==> src/rtl/mem_wb_stage.sv <==
// MEM/WB pipeline register with sub-word load formatting and writeback source select.
// Optional retired-instruction counter enabled by defining MEM_WB_RETIRE_CNT_EN.
module mem_wb_stage #(
  parameter int unsigned DATA_W = 32
) (
  input  logic              clock,
  input  logic              reset,
  input  logic              stall,
  input  logic              flush,
  input  logic              in_valid,
  input  logic              in_regWrite,
  input  logic              in_memToReg,
  input  logic              in_link,
  input  logic [2:0]        in_loadType,
  input  logic [1:0]        in_addrLow,
  input  logic [DATA_W-1:0] in_aluResult,
  input  logic [DATA_W-1:0] in_memData,
  input  logic [DATA_W-1:0] in_pcPlus8,
  input  logic [4:0]        in_destReg,
  output logic [4:0]        writeAddr,
  output logic [DATA_W-1:0] writeData,
  output logic              regWrite,
  output logic              wbValid,
  output logic [31:0]       retireCount
);

  localparam logic [2:0] LdLw  = 3'b000;
  localparam logic [2:0] LdLh  = 3'b001;
  localparam logic [2:0] LdLhu = 3'b010;
  localparam logic [2:0] LdLb  = 3'b011;
  localparam logic [2:0] LdLbu = 3'b100;

  logic [7:0]        byte_sel;
  logic [15:0]       half_sel;
  logic [DATA_W-1:0] load_fmt;
  logic [DATA_W-1:0] wb_src;
  logic              capture;

  logic [4:0]        write_addr_q, write_addr_d;
  logic [DATA_W-1:0] write_data_q, write_data_d;
  logic              reg_write_q, reg_write_d;
  logic              wb_valid_q, wb_valid_d;

  // Big-endian lane selection: offset 0 is the most significant byte.
  always_comb begin
    byte_sel = in_memData[31:24];
    unique case (in_addrLow)
      2'd0: byte_sel = in_memData[31:24];
      2'd1: byte_sel = in_memData[23:16];
      2'd2: byte_sel = in_memData[15:8];
      2'd3: byte_sel = in_memData[7:0];
      default: byte_sel = in_memData[31:24];
    endcase
    half_sel = in_addrLow[1] ? in_memData[15:0] : in_memData[31:16];
  end

  always_comb begin
    load_fmt = in_memData;
    case (in_loadType)
      LdLh:    load_fmt = {{(DATA_W-16){half_sel[15]}}, half_sel};
      LdLhu:   load_fmt = {{(DATA_W-16){1'b0}}, half_sel};
      LdLb:    load_fmt = {{(DATA_W-8){byte_sel[7]}}, byte_sel};
      LdLbu:   load_fmt = {{(DATA_W-8){1'b0}}, byte_sel};
      LdLw:    load_fmt = in_memData;
      default: load_fmt = in_memData;
    endcase
  end

  always_comb begin
    if (in_link) begin
      wb_src = in_pcPlus8;
    end else if (in_memToReg) begin
      wb_src = load_fmt;
    end else begin
      wb_src = in_aluResult;
    end
  end

  assign capture = ~flush & ~stall;

  always_comb begin
    write_addr_d = write_addr_q;
    write_data_d = write_data_q;
    reg_write_d  = reg_write_q;
    wb_valid_d   = wb_valid_q;
    if (flush) begin
      write_addr_d = '0;
      write_data_d = '0;
      reg_write_d  = 1'b0;
      wb_valid_d   = 1'b0;
    end else if (!stall) begin
      write_addr_d = in_destReg;
      write_data_d = wb_src;
      // r0 is hardwired to zero, so writes to it never reach the bank.
      reg_write_d  = in_valid & in_regWrite & (|in_destReg);
      wb_valid_d   = in_valid;
    end
  end

  always_ff @(posedge clock or negedge reset) begin
    if (!reset) begin
      write_addr_q <= '0;
      write_data_q <= '0;
      reg_write_q  <= 1'b0;
      wb_valid_q   <= 1'b0;
    end else begin
      write_addr_q <= write_addr_d;
      write_data_q <= write_data_d;
      reg_write_q  <= reg_write_d;
      wb_valid_q   <= wb_valid_d;
    end
  end

  assign writeAddr = write_addr_q;
  assign writeData = write_data_q;
  assign regWrite  = reg_write_q;
  assign wbValid   = wb_valid_q;

`ifdef MEM_WB_RETIRE_CNT_EN
  logic [31:0] retire_cnt_q, retire_cnt_d;

  always_comb begin
    retire_cnt_d = retire_cnt_q;
    if (capture && in_valid) begin
      retire_cnt_d = retire_cnt_q + 32'd1;
    end
  end

  always_ff @(posedge clock or negedge reset) begin
    if (!reset) begin
      retire_cnt_q <= '0;
    end else begin
      retire_cnt_q <= retire_cnt_d;
    end
  end

  assign retireCount = retire_cnt_q;
`else
  logic unused_capture;
  assign unused_capture = capture;
  assign retireCount    = '0;
`endif

endmodule

==> config.mk <==
export PLATFORM = sky130hd
export DESIGN_NAME = mem_wb_stage
export DESIGN_NICKNAME = d
export VERILOG_FILES = /design/src/rtl/mem_wb_stage.sv
export SDC_FILE = /design/constraint.sdc
export NUM_CORES = 1
export LEC_CHECK = 0
export CAP_MARGIN = 10
export CORE_ASPECT_RATIO = 1.2
export CORE_MARGIN = 10
export CORE_UTILIZATION = 50
export CTS_CLUSTER_SIZE = 30
export DETAILED_ROUTE_END_ITERATION = 6
export DONT_BUFFER_PORTS = 1
export HOLD_SLACK_MARGIN = 0.08
export PLACE_DENSITY = 0.67
export SLEW_MARGIN = 0
export SYNTH_ARGS = -nofsm -noshare
export SYNTH_HDL_FRONTEND = slang
export SYNTH_SLANG_ARGS = --single-unit
export TNS_END_PERCENT = 100
==> constraint.sdc <==
create_clock -name clock -period 1.05 [get_ports clock]
set_input_delay 0.1575 -clock clock [delete_from_list [all_inputs] [get_ports clock]]
set_output_delay 0.1575 -clock clock [all_outputs]
set_load 0.05 [all_outputs]
==> qor.yml <==
yosys.area.top_type: "dfrtp_1"
synthArstFlopShare_pct: 100
power_leakage_nw: 1.84
grt_pass1_vias: 3732
gr-usage-met2_pct: 40.3
dp_hpwl_um: 9800
hp-class: "primary input to async pin"
seq_area_frac_synth_pct: 29.2
synth-edff-count: 0
busiest_layer: "met2"
final_area_um2: 4280
path_clk_slew_ps: 80
clk_latency_ps: 300
finalMaxSlewViolations: 0
vdd_drop_max_mv: 0.889
finalNetCount: 553
start_util_pct: 51.8
clock-sinks: 39
worst_clock_skew_ps: 0
area_growth_pct: 28.4
grt_pass1_wl_um: 19800
dieArea_um2: 10400
synth_cell_types: 61
crit_cells: 5
max_stage_delay_ps: 490
finalWirelength_um: 13200
ios: 185
dieHeight_um: 109
critPathLaunchType: "primary input"
synthCells: 382
antenna_left: 0
yosysTopAreaCellShare_pct: 29.2
clockBufferDepth: 2
globalplace.congestion: 0.941
powerDensity_nw_per_um2: 1150
antenna_found_initial: 0
avgSynthCellArea_um2: 8.74
rsz0062_at_grt: "true"
worstPathRequired_ps: 1230
setup-violations-final: 29
die_x_um: 94.6
grt_util_met1_pct: 25.5
hold_buffers: 13
worstPathCellList: "mux4_2, buf_4, a211o_4, nor2_4, o21ai_1"
max_freq_mhz: 789
end_kind: "register"
io_buffers: 0
first_iter_violations: 361
cp_num_buf_inv: 1
post_route_cells_drive_above_1_share_pct: 28.4
first_pass_iters: 7
yosys_warnings: 0
placed_area_um2: 3770
numCtsBuffers: 5
vias: 3486
synthTopCellsByArea: "dfrtp_1, buf_4, a22oi_1"
crit_family: "multiplexers"
rr_endpoint: "writeData[4]"
syn_area_um2: 3340
grt_use_total_pct: 24.1
via_per_inst: 6.64
crit_arrival_ps: 1450
synth_commonest_cells: "dfrtp_1, buf_4, nand2_1"
worst_pin_slew_ps: 551
placementRows: 32
worst_slack_ps: -218
status: "finished, violations left"
violations: "hold timing, setup timing"
cap_violations: 0
ys_ff_latch: 39
grt_max_degree: 40
crit_type: "primary input to register"
whs_ps: -459
gr-usage-met3_pct: 10.5
post-route-period-util_pct: 121
num_antenna_cells: 0
core_area_um2: 6450
finalHoldViolations: 39
reg2reg_slack_ps: 30
yosysMostFrequentCell: "dfrtp_1"
reg2regPathDepth: 3
period_minus_slack_ps: 1270
cts_tree: "done"
synthFlopType: "dfrtp_1"
drc: 0
r2r_start: "writeData[4]"
avgRoutedWirePerCell_um: 25.2
slowest_stage: "mux4_2"
timing.slew.headroom_pct: 63.2
cts_root_buf: "clkbuf_8"
cts.htree.levels: 2
path_max_fanout: 32
grt_overflow: 0
## cell type report
cell class | count | area, um^2
flip-flops and latches | 39 | 976
well taps | 85 | 106
clock buffers | 5 | 68.8
multi-input cells | 296 | 2170
repair buffers | 85 | 876
inverters | 12 | 45.0
clock inverters | 3 | 43.8
fillers | 537 | 2160
## worst max-delay path by stage
stage | slack [ps] | startpoint | to
2_1_floorplan | -550 | in_addrLow[1] | writeData[22]
3_3_place_gp | -470 | in_addrLow[1] | writeData[17]
3_5_place_dp | -520 | in_addrLow[1] | writeData[16]
4_1_cts | -180 | in_addrLow[1] | writeData[30]
5_1_grt | -240 | in_addrLow[1] | writeData[25]
6_report | -220 | in_addrLow[1] | writeData[10]
## where the power goes
group	internal (mW)	total, mW	switching (mW)
combinational	0.739	1.96	1.22
sequential	1.61	1.71	0.0908
clock	0.708	1.28	0.575
## worst reg2reg max path, cell delays in order, from the launching register on
cell and delay (ps):
dfrtp_1 390, buf_4 140, a221oi_1 250, a21oi_1 120
## metrics by stage
step / std cells / power (mW) / util, % / setup WS, ps / setup TNS [ps]
2_1_floorplan: 413 / 3.19 / - / -547 / -11600
3_3_place_gp: 501 / 3.42 / 58.4 / -470 / -12240
3_5_place_dp: 501 / 3.45 / 58.4 / -520 / -13140
4_1_cts: 526 / 4.85 / 64.3 / -180 / -4630
5_1_grt: 525 / 5.14 / 66.5 / -244 / -5330
6_report: 525 / 4.95 / 66.5 / -218 / -4530
## routing by layer
metal  part of all wire (%)  wire [um]
met2                     50       6620
met3                     13       1730
met4                    3.8        504
met5                      0          0
met1                     33       4360
## placed cells by master, fill, tap and decap left out, types with 4 or more instances in the layout
master          n
dfrtp_1        39
buf_6          38
conb_1         32
buf_4          30
nand2_1        26
a22oi_1        24
o22ai_1        21
o221ai_2       16
mux2i_1        15
a21oi_1        15
inv_1          12
o221ai_1       11
dlygate4sd3_1  11
o21ai_0        10
nor3_1          9
nor2_1          9
o21ai_1         8
a22o_1          7
a2bb2oi_1       7
nor2b_1         6
nand2b_1        6
nor2_2          5
nor2_4          5
o21bai_1        5
clkbuf_8        5
mux4_2          4
a221o_1         4
and2_1          4
## registers in the layout (all words and copies together), names as in the netlist
| name | flops |
|---|---|
| writeAddr | 5 |
| regWrite | 1 |
| writeData | 32 |
| wbValid | 1 |
## cells by family (layout without fill, tap and decap cells)
family                    after synthesis  in the layout  share of synthesized area, %
AOI/OAI and AO/OA                     160            160                          37.8
DFF                                    39             39                          29.2
buffers and inverters                  78            105                          13.0
xor gates and xnor gates                1              1                         0.263
muxes                                  19             19                          7.20
other                                   1             32                         0.112
and+or+nand+nor                        84             84                          12.4
## timing repair
action,4_1_cts,5_1_grt
resized for setup,20,42
pin swaps,11,4
hold endpoints to repair,54,39
cloned,1,0
setup buffers,3,0
setup endpoints to repair,39,69
No activity file was read; power rests on OpenSTA's default activity.
